`src/rtl/jts16_tmap_pkg.sv`:
```
// jts16_tmap_pkg: shared constants and types for the tilemap SDRAM read arbiter
package jts16_tmap_pkg;
    localparam int REQ_CHAR = 0;
    localparam int REQ_MAP1 = 1;
    localparam int REQ_SCR1 = 2;
    localparam int REQ_MAP2 = 3;
    localparam int REQ_SCR2 = 4;

    typedef enum logic [1:0] {
        ST_IDLE = 2'd0,
        ST_ACK  = 2'd1,
        ST_DATA = 2'd2
    } state_e;

    // successor of idx on a ring of n requesters
    function automatic int ring_next(input int idx, input int n);
        return (idx + 1) % n;
    endfunction
endpackage

```
`src/rtl/jts16_tmap_slot.sv`:
```
// jts16_tmap_slot: one-entry tag/data cache serving a single tilemap requester
module jts16_tmap_slot #(
    parameter int AW = 22
) (
    input  logic          clk,
    input  logic          rst_n,
    input  logic          cs,
    input  logic [AW-1:0] addr,
    input  logic          load_tag,
    input  logic          fill,
    input  logic          inval,
    input  logic [31:0]   din,
    output logic          ok,
    output logic [31:0]   data
);
    logic [AW-1:0] tag_q, tag_d;
    logic          valid_q, valid_d;
    logic [31:0]   data_q, data_d;

    always_comb begin
        tag_d   = load_tag ? addr : tag_q;
        // a fill carries fresh data, so it beats a coincident invalidate
        valid_d = fill ? 1'b1 : (load_tag || inval) ? 1'b0 : valid_q;
        data_d  = fill ? din : data_q;
    end

    always_ff @(posedge clk or negedge rst_n) begin
        if (!rst_n) begin
            tag_q   <= '0;
            valid_q <= 1'b0;
            data_q  <= '0;
        end else begin
            tag_q   <= tag_d;
            valid_q <= valid_d;
            data_q  <= data_d;
        end
    end

    assign ok   = cs && valid_q && tag_q == addr;
    assign data = data_q;
endmodule

```
`src/rtl/jts16_tmap_arb.sv`:
```
// jts16_tmap_arb: shares one SDRAM read port among five tilemap requesters,
// each fronted by a one-entry cache; misses are granted round-robin.
module jts16_tmap_arb
    import jts16_tmap_pkg::*;
#(
    parameter int AW   = 22,
    parameter int NREQ = 5
) (
    input  logic               clk,
    input  logic               rst_n,
    input  logic               inval,
    input  logic [NREQ-1:0]    req_cs,
    input  logic [NREQ*AW-1:0] req_addr,
    output logic [NREQ-1:0]    req_ok,
    output logic [NREQ*32-1:0] req_data,
    output logic               sdram_req,
    output logic [AW-1:0]      sdram_addr,
    input  logic               sdram_ack,
    input  logic               sdram_rdy,
    input  logic [31:0]        sdram_din,
    output logic               busy
);
    localparam int GW = $clog2(NREQ);

    state_e          state_q, state_d;
    logic [GW-1:0]   gnt_q, gnt_d, rr_q, rr_d, pick;
    logic            req_q, req_d;
    logic [AW-1:0]   addr_q, addr_d;
    logic            load, fill;
    logic [NREQ-1:0] miss;

    assign miss = req_cs & ~req_ok;

    // walk the ring backwards so the nearest miss after rr is the last one written
    always_comb begin
        pick = '0;
        for (int k = NREQ - 1; k >= 0; k--) begin
            if (miss[ring_next(int'(rr_q) + k, NREQ)]) pick = GW'(ring_next(int'(rr_q) + k, NREQ));
        end
    end

    always_comb begin
        state_d = state_q;
        gnt_d   = gnt_q;
        rr_d    = rr_q;
        req_d   = req_q;
        addr_d  = addr_q;
        load    = 1'b0;
        fill    = 1'b0;
        case (state_q)
            ST_IDLE: if (|miss) begin
                gnt_d   = pick;
                addr_d  = req_addr[pick*AW +: AW];
                load    = 1'b1;
                req_d   = 1'b1;
                state_d = ST_ACK;
            end
            ST_ACK: if (sdram_ack) begin
                req_d   = 1'b0;
                rr_d    = gnt_q;
                fill    = sdram_rdy;
                state_d = sdram_rdy ? ST_IDLE : ST_DATA;
            end
            ST_DATA: if (sdram_rdy) begin
                fill    = 1'b1;
                state_d = ST_IDLE;
            end
            default: begin
                req_d   = 1'b0;
                state_d = ST_IDLE;
            end
        endcase
    end

    always_ff @(posedge clk or negedge rst_n) begin
        if (!rst_n) begin
            state_q <= ST_IDLE;
            gnt_q   <= '0;
            rr_q    <= '0;
            req_q   <= 1'b0;
            addr_q  <= '0;
        end else begin
            state_q <= state_d;
            gnt_q   <= gnt_d;
            rr_q    <= rr_d;
            req_q   <= req_d;
            addr_q  <= addr_d;
        end
    end

    for (genvar g = 0; g < NREQ; g++) begin : g_slot
        jts16_tmap_slot #(.AW(AW)) u_slot (
            .clk      (clk),
            .rst_n    (rst_n),
            .cs       (req_cs[g]),
            .addr     (req_addr[g*AW +: AW]),
            .load_tag (load && pick == GW'(g)),
            .fill     (fill && gnt_q == GW'(g)),
            .inval    (inval),
            .din      (sdram_din),
            .ok       (req_ok[g]),
            .data     (req_data[g*32 +: 32])
        );
    end

    assign sdram_req  = req_q;
    assign sdram_addr = addr_q;
    assign busy       = state_q != ST_IDLE;
endmodule

```
`config.mk`:
```
export PLATFORM = sky130hd
export DESIGN_NAME = jts16_tmap_arb
export DESIGN_NICKNAME = d
export VERILOG_FILES = /design/src/rtl/jts16_tmap_pkg.sv /design/src/rtl/jts16_tmap_slot.sv /design/src/rtl/jts16_tmap_arb.sv
export SDC_FILE = /design/constraint.sdc
export NUM_CORES = 1
export LEC_CHECK = 0
export BUFFER_PORTS_ARGS = -buffer_cell sky130_fd_sc_hd__buf_2
export CELL_PAD_IN_SITES_DETAIL_PLACEMENT = 0
export CELL_PAD_IN_SITES_GLOBAL_PLACEMENT = 1
export CORE_MARGIN = 1.5
export CORE_UTILIZATION = 44
export DETAILED_ROUTE_END_ITERATION = 8
export GPL_TIMING_DRIVEN = 1
export PLACE_DENSITY_LB_ADDON = 0.05
export SYNTH_ARGS = -nofsm -noshare
export SYNTH_HDL_FRONTEND = slang
export SYNTH_SLANG_ARGS = --single-unit
```
`constraint.sdc`:
```
create_clock -name clk -period 7.7 [get_ports clk]
set_input_delay 0.77 -clock clk [delete_from_list [all_inputs] [get_ports clk]]
set_output_delay 0.77 -clock clk [all_outputs]
set_load 0.05 [all_outputs]
```
---- Yosys cells after proc, flatten, opt, wreduce, memory -nomap -nowiden ----
Index checks and enable logic that the tools add are counted.
operators by class
  bitwise operators ....................... 3
  divide/modulo/power cells ............... 5
  muxes and demuxes ....................... 43
  shift operators ......................... 1
  $lt $le $gt $ge ......................... 5
  multipliers ............................. 1
  reduce and logical (&&, ||, !) cells .... 39
  eq/ne operators ......................... 18
  add/sub/neg operators ................... 8
operators with widths
  kind                                                    number
  < comparator 32 x 5 -> 1 bit, second input constant     5
  remainder unit 32 x 4 -> 32 bit, second input constant  5
  == test 22 bit                                          5
  indexed part select 110 x 9 -> 22 bit                   1
  adder 32 x 2 -> 32 bit, second input constant           1
  2-to-1 mux 1 bit                                        26
  logical AND 1 bit                                       20
  adder 4 x 1 -> 5 bit, second input constant             3
  binary-select mux 1 bit (select 3 bit)                  5
  2-to-1 mux 3 bit                                        5
  == test 3 x 2 -> 1 bit, second input constant           4
  nonzero test 2 bit                                      6
  adder 3 x 2 -> 4 bit, second input constant             2
  2-to-1 mux 2 bit                                        4
  multiplier 3 x 4 -> 7 bit, second input constant        1
  == test 3 x 1 -> 1 bit, second input constant           2
  == test 3 bit, second input constant                    2
  zero test 3 bit                                         2
  inequality test 2 bit, second input constant            3
  one-hot mux 2 bit (3 select lines)                      1
  AND reduction 3 bit                                     2
  AND 5 bit                                               1
  logical OR 1 bit                                        5
  NOT 5 bit                                               1
  other kinds (10)                                        11
word-level totals
  flip-flop bits (word level) ............. 306
  bits in writable memories ............... 0
  memories ................................ 0
  input bits .............................. 152
  bits in latches ......................... 0
  ROM bits ................................ 0
  logic and storage cells ................. 143
  output and inout port bits .............. 189

---- Logic depth before layout (Yosys ltp) ----
  word-level depth ........................ 17
  depth in mapped cells ................... 24
  gate-level depth less buffers ........... 20

---- By module ----
A second synthesis with hierarchy kept.
unflattened totals
  cell total of the unflattened synthesis .. 1,215
  area, all modules ....................... 15,665.0 µm²
modules (own cells, without submodules)
  module           area an instance (µm²)  cells an instance  seq. area each (µm²)  times used
  jts16_tmap_slot  2,272.2                 147                1,376.3               5
  jts16_tmap_arb   4,304.1                 480                775.7                 1

---- Least setup slack after synthesis ----
OpenSTA, ideal clock, no wires.
  kind .................................... flip-flop to flip-flop
  from .................................... register rr_q[0]
  to ...................................... register g_slot[4].u_slot.tag_q[10]
  library setup time ...................... 0.125 ns
  buffers on the path ..................... 5
  stages on the path, launching flop included .. 23
  data required time ...................... 7.575 ns
  path slack .............................. 2.077 ns
  clock period less this slack ............ 5.623 ns
  data arrival time ....................... 5.498 ns
  cell sequence ........................... dfrtp_1 -> buf_2 -> clkbuf_1 -> inv_1 -> ha_1 -> buf_2 -> inv_1 -> ha_1 -> or3b_2 -> o22ai_1 -> or2_2 -> ha_1 -> o22ai_1 -> o22ai_1 -> mux2_2 -> nor2b_1 -> and2_1 -> o311a_1 -> a311oi_2 -> and2_1 -> buf_2 -> buf_4 -> mux2_2
between the ends
  cells in the longest elaborated chain, start to end .. 13
  elaborated cells on any way between the ends .. 35
  classes of those cells .................. add/sub (8); div (5); eq/ne (1); mux (20); reduce/logical (1)
ends and longest elaborated chain
  what                                                             RTL line               RTL
  start: declaration                                               jts16_tmap_arb.sv:26   logic [GW-1:0] gnt_q, gnt_d, rr_q, rr_d, pick;
  start signal: assignment                                         jts16_tmap_arb.sv:85   rr_q <= rr_d;
  branches (longest 10 deep; another with adder 32 x 2 -> 32 bit)  --
  2-to-1 mux 3 bit *                                               jts16_tmap_arb.sv:38   if (miss[ring_next(int'(rr_q) + k, NREQ)]) pick = GW'(ring_next(int'(rr_q) + k, NREQ));
  == test 3 bit *                                                  jts16_tmap_arb.sv:97   .load_tag (load && pick == GW'(g)),
  logical AND 1 bit *                                              jts16_tmap_arb.sv:97
  end signal: assignment                                           jts16_tmap_slot.sv:33  tag_q <= tag_d;
  end: declaration                                                 jts16_tmap_slot.sv:16  logic [AW-1:0] tag_q, tag_d;
Mark *: on every way between the ends. The select of a mux whose other input is x is not followed.
A chain may end at the register's enable or synchronous reset.

---- Worst setup path in the final report ----
  from .................................... register rr_q[1]
  to ...................................... register g_slot[0].u_slot.tag_q[9]
between the ends
  cells in the longest elaborated chain, start to end .. 13
  elaborated cells on any way between the ends .. 35
  classes of those cells .................. add/sub (8); div (5); mux (20); reduce/logical (2)
ends and longest elaborated chain
  what                                                             RTL line
  branches (longest 10 deep; another with adder 32 x 2 -> 32 bit)  --
  2-to-1 mux 3 bit *                                               jts16_tmap_arb.sv:38
  zero test 3 bit *                                                jts16_tmap_arb.sv:97
  logical AND 1 bit *                                              jts16_tmap_arb.sv:97
  end signal: assignment                                           jts16_tmap_slot.sv:33
  end: declaration                                                 jts16_tmap_slot.sv:16
Marked as above.

==> out/results.tsv <==
metric	value	unit
wl_per_cell	22.9	um
first_iter_violations	546	
area_growth	21.9	%
vias	10800	
dp_hpwl	33.7	mm
overflow	0	
worst_slew_margin_rel	29.7	%
die_h	189	um
fin_crit	6.08	ns
critical_path_class	reg -> reg	
drv_slew	0	
drc_errors	0	
status	completed	
finClkSkew	0.0277	ns
grt_use_total	25.7	%
worstReg2RegEnd	g_slot[0].u_slot.tag_q[9]	
post_cts.repair.setup_buffers	0	
io_pins	341	
hold_buffers	0	
clk_path_buf_depth	3	
cts-root-buf	clkbuf_16	
synth.distinct_cells	76	
syn-cell-area	0.0153	mm2
ant_nets	0	
finish.utilization	54.3	%
drive_gt1_share	46.9	%
drt-total-wl	45.9	mm
synthCells	1186	
ys_seq_elements	306	
cpPeakStageDelay	0.69	ns
fin_tns_setup	0	ns
numCtsBuffers	36	
die_w	189	um
worstReg2RegStart	rr_q[1]	
layout_worst_path_cycle_share	78.9	%
clk_pin_slew	0.06	ns
port_buffers	340	
rows	68	
ys.flop_type	dfrtp_1	
grt_max_degree	150	
gp_congestion	0.816	
cts_resized	0	
start_kind	flop	
vias_per_cell	5.39	
cts.sinks	306	
synth-edff-count	0	
dr.pass1.iters	5	
antenna_found_initial	7	
grt_pass1_vias	11200	
start_util	44.5	%
design.core.area	0.0344	mm2
grt_pass1_wl	69.5	mm
die_area	0.0359	mm2
fmax	0.165	GHz
insertion_delay	0.53	ns
synth_nets	1371	
critical_path.max_fanout	25	
r2r_cells	20	
hold_violations	0	
avgSynthCellArea	12.9	um2
maxCapViolations	0	
rsz0062_at_grt	false	
ys_warn_count	0	
path_cells	inv_1 > ha_1 > inv_1 > ha_1 > or3b_2 > o22ai_1 > or2_2 > ha_1 > inv_1 > o22ai_1 > o22ai_1 > xnor2_1 > mux2i_1 > o2bb2ai_1 > a311oi_1 > o22ai_4 > o31ai_4 > or3_1 > buf_4 > mux2_4	
finalSetupViolCount	0	
regToRegSetupSlack	1.62	ns
yosysSeqAreaShare	50.0	%
nets	1711	
worst_pin_slew	1.05	ns
h-tree-depth	2	
async_flop_share	100	%
hold_path_class	in -> async	
cts_tree	done	
end_kind	flop	
cp_slowest_cell	o22ai_4	
cp_data_arrival_time	6.48	ns
crit_required	8.10	ns
worst_hold_slack	0.243	ns
per-layer routing:
layer / track usage, % / vias to the layer above / share of wire [%]
li1: - / 4979 / -
met1: 33.9 / 5422 / 43
met2: 41.3 / 346 / 46
met3: 8.01 / 60 / 8.3
met4: 5.53 / 8 / 1.8
met5: 0 / - / 0.13
Yosys cell counts (7+ instances only):
master / count / area share, %
clkbuf_1: 34 / 0.83
o211ai_1: 9 / 0.44
nand2b_1: 9 / 0.37
nor3_1: 10 / 0.33
buf_2: 16 / 0.52
mux2i_1: 53 / 3.5
xor2_1: 83 / 4.8
nor4_1: 23 / 0.94
nand4_1: 11 / 0.45
ha_1: 32 / 2.6
a21oi_1: 31 / 1.0
inv_1: 29 / 0.71
dfrtp_1: 306 / 50
mux2_4: 19 / 1.9
xnor2_1: 33 / 1.9
o221ai_1: 23 / 1.3
nor2_1: 21 / 0.52
and2_1: 7 / 0.29
o21a_1: 25 / 1.2
o21ai_0: 13 / 0.43
mux2_2: 259 / 19
nand2_1: 32 / 0.78
layout by cell type (no fill, tap or decap), types with 31 or more instances in the layout:
cell type	n
buf_2	339
dfrtp_1	306
mux2_2	259
xor2_1	83
mux2i_1	53
clkbuf_16	38
xnor2_1	33
nand2_1	32
ha_1	32
a21oi_1	31
cells by family (layout without fill, tap and decap cells):
group / after synthesis / after routing / synth area share [%]
other cells: 0 / 3 / 0
xor+xnor: 118 / 118 / 6.85
mux: 332 / 332 / 24.5
simple gates: 152 / 152 / 5.57
flops: 306 / 306 / 50.0
compound gates: 157 / 157 / 7.79
buf+inv: 88 / 451 / 2.53
fa+ha+maj: 33 / 33 / 2.75
critical path, delay by kind of cell (launching register included):
kind,cells,cell delay [ns]
compound gates,7,1.61
xor+xnor,1,0.35
fa+ha+maj,3,1.08
buf+inv,4,0.78
flops,1,0.47
mux,2,0.65
simple gates,3,1.01
cell type report:
| class | instances | area (um2) |
|---|---|---|
| Sequential cell | 306 | 7660 |
| Multi-Input combinational cell | 792 | 7300 |
| Timing Repair Buffer | 360 | 1870 |
| Clock inverter | 9 | 67.6 |
| Antenna cell | 3 | 7.51 |
| Inverter | 30 | 113 |
| Clock buffer | 52 | 1060 |
| Tap cell | 455 | 569 |
| Fill cell | 3047 | 15700 |
stage by stage:
step / instances / cell area, um2 / setup slack [ns]
6_report: 2007 / 18700 / 1.62
3_3_place_gp: 1943 / 17500 / 1.80
2_1_floorplan: 1186 / 15300 / 2.08
3_5_place_dp: 1943 / 17500 / 1.63
4_1_cts: 2004 / 18600 / 1.63
5_1_grt: 2005 / 18700 / 1.20
worst max-delay path by stage:
stage	startpoint	endpoint
after detailed placement	rr_q[1]	g_slot[0].u_slot.tag_q[9]
after global routing	rr_q[1]	g_slot[0].u_slot.tag_q[9]
final	rr_q[1]	g_slot[0].u_slot.tag_q[9]
after global placement	rr_q[1]	g_slot[0].u_slot.tag_q[11]
after floorplan	rr_q[0]	g_slot[4].u_slot.tag_q[10]
after CTS	rr_q[1]	g_slot[0].u_slot.tag_q[9]
state kept, by name, summed over array words and instances, names as in the netlist:
name / cells
g_slot.u_slot.data: 160
g_slot.u_slot.tag_q: 110
g_slot.u_slot.valid_q: 5
gnt_q: 3
rr_q: 3
sdram_addr: 22
sdram_req: 1
state_q: 2
Power is left out: the tool's default activity adds up to more than one toggle a clock period on the data nets, which glitch-free logic cannot reach.
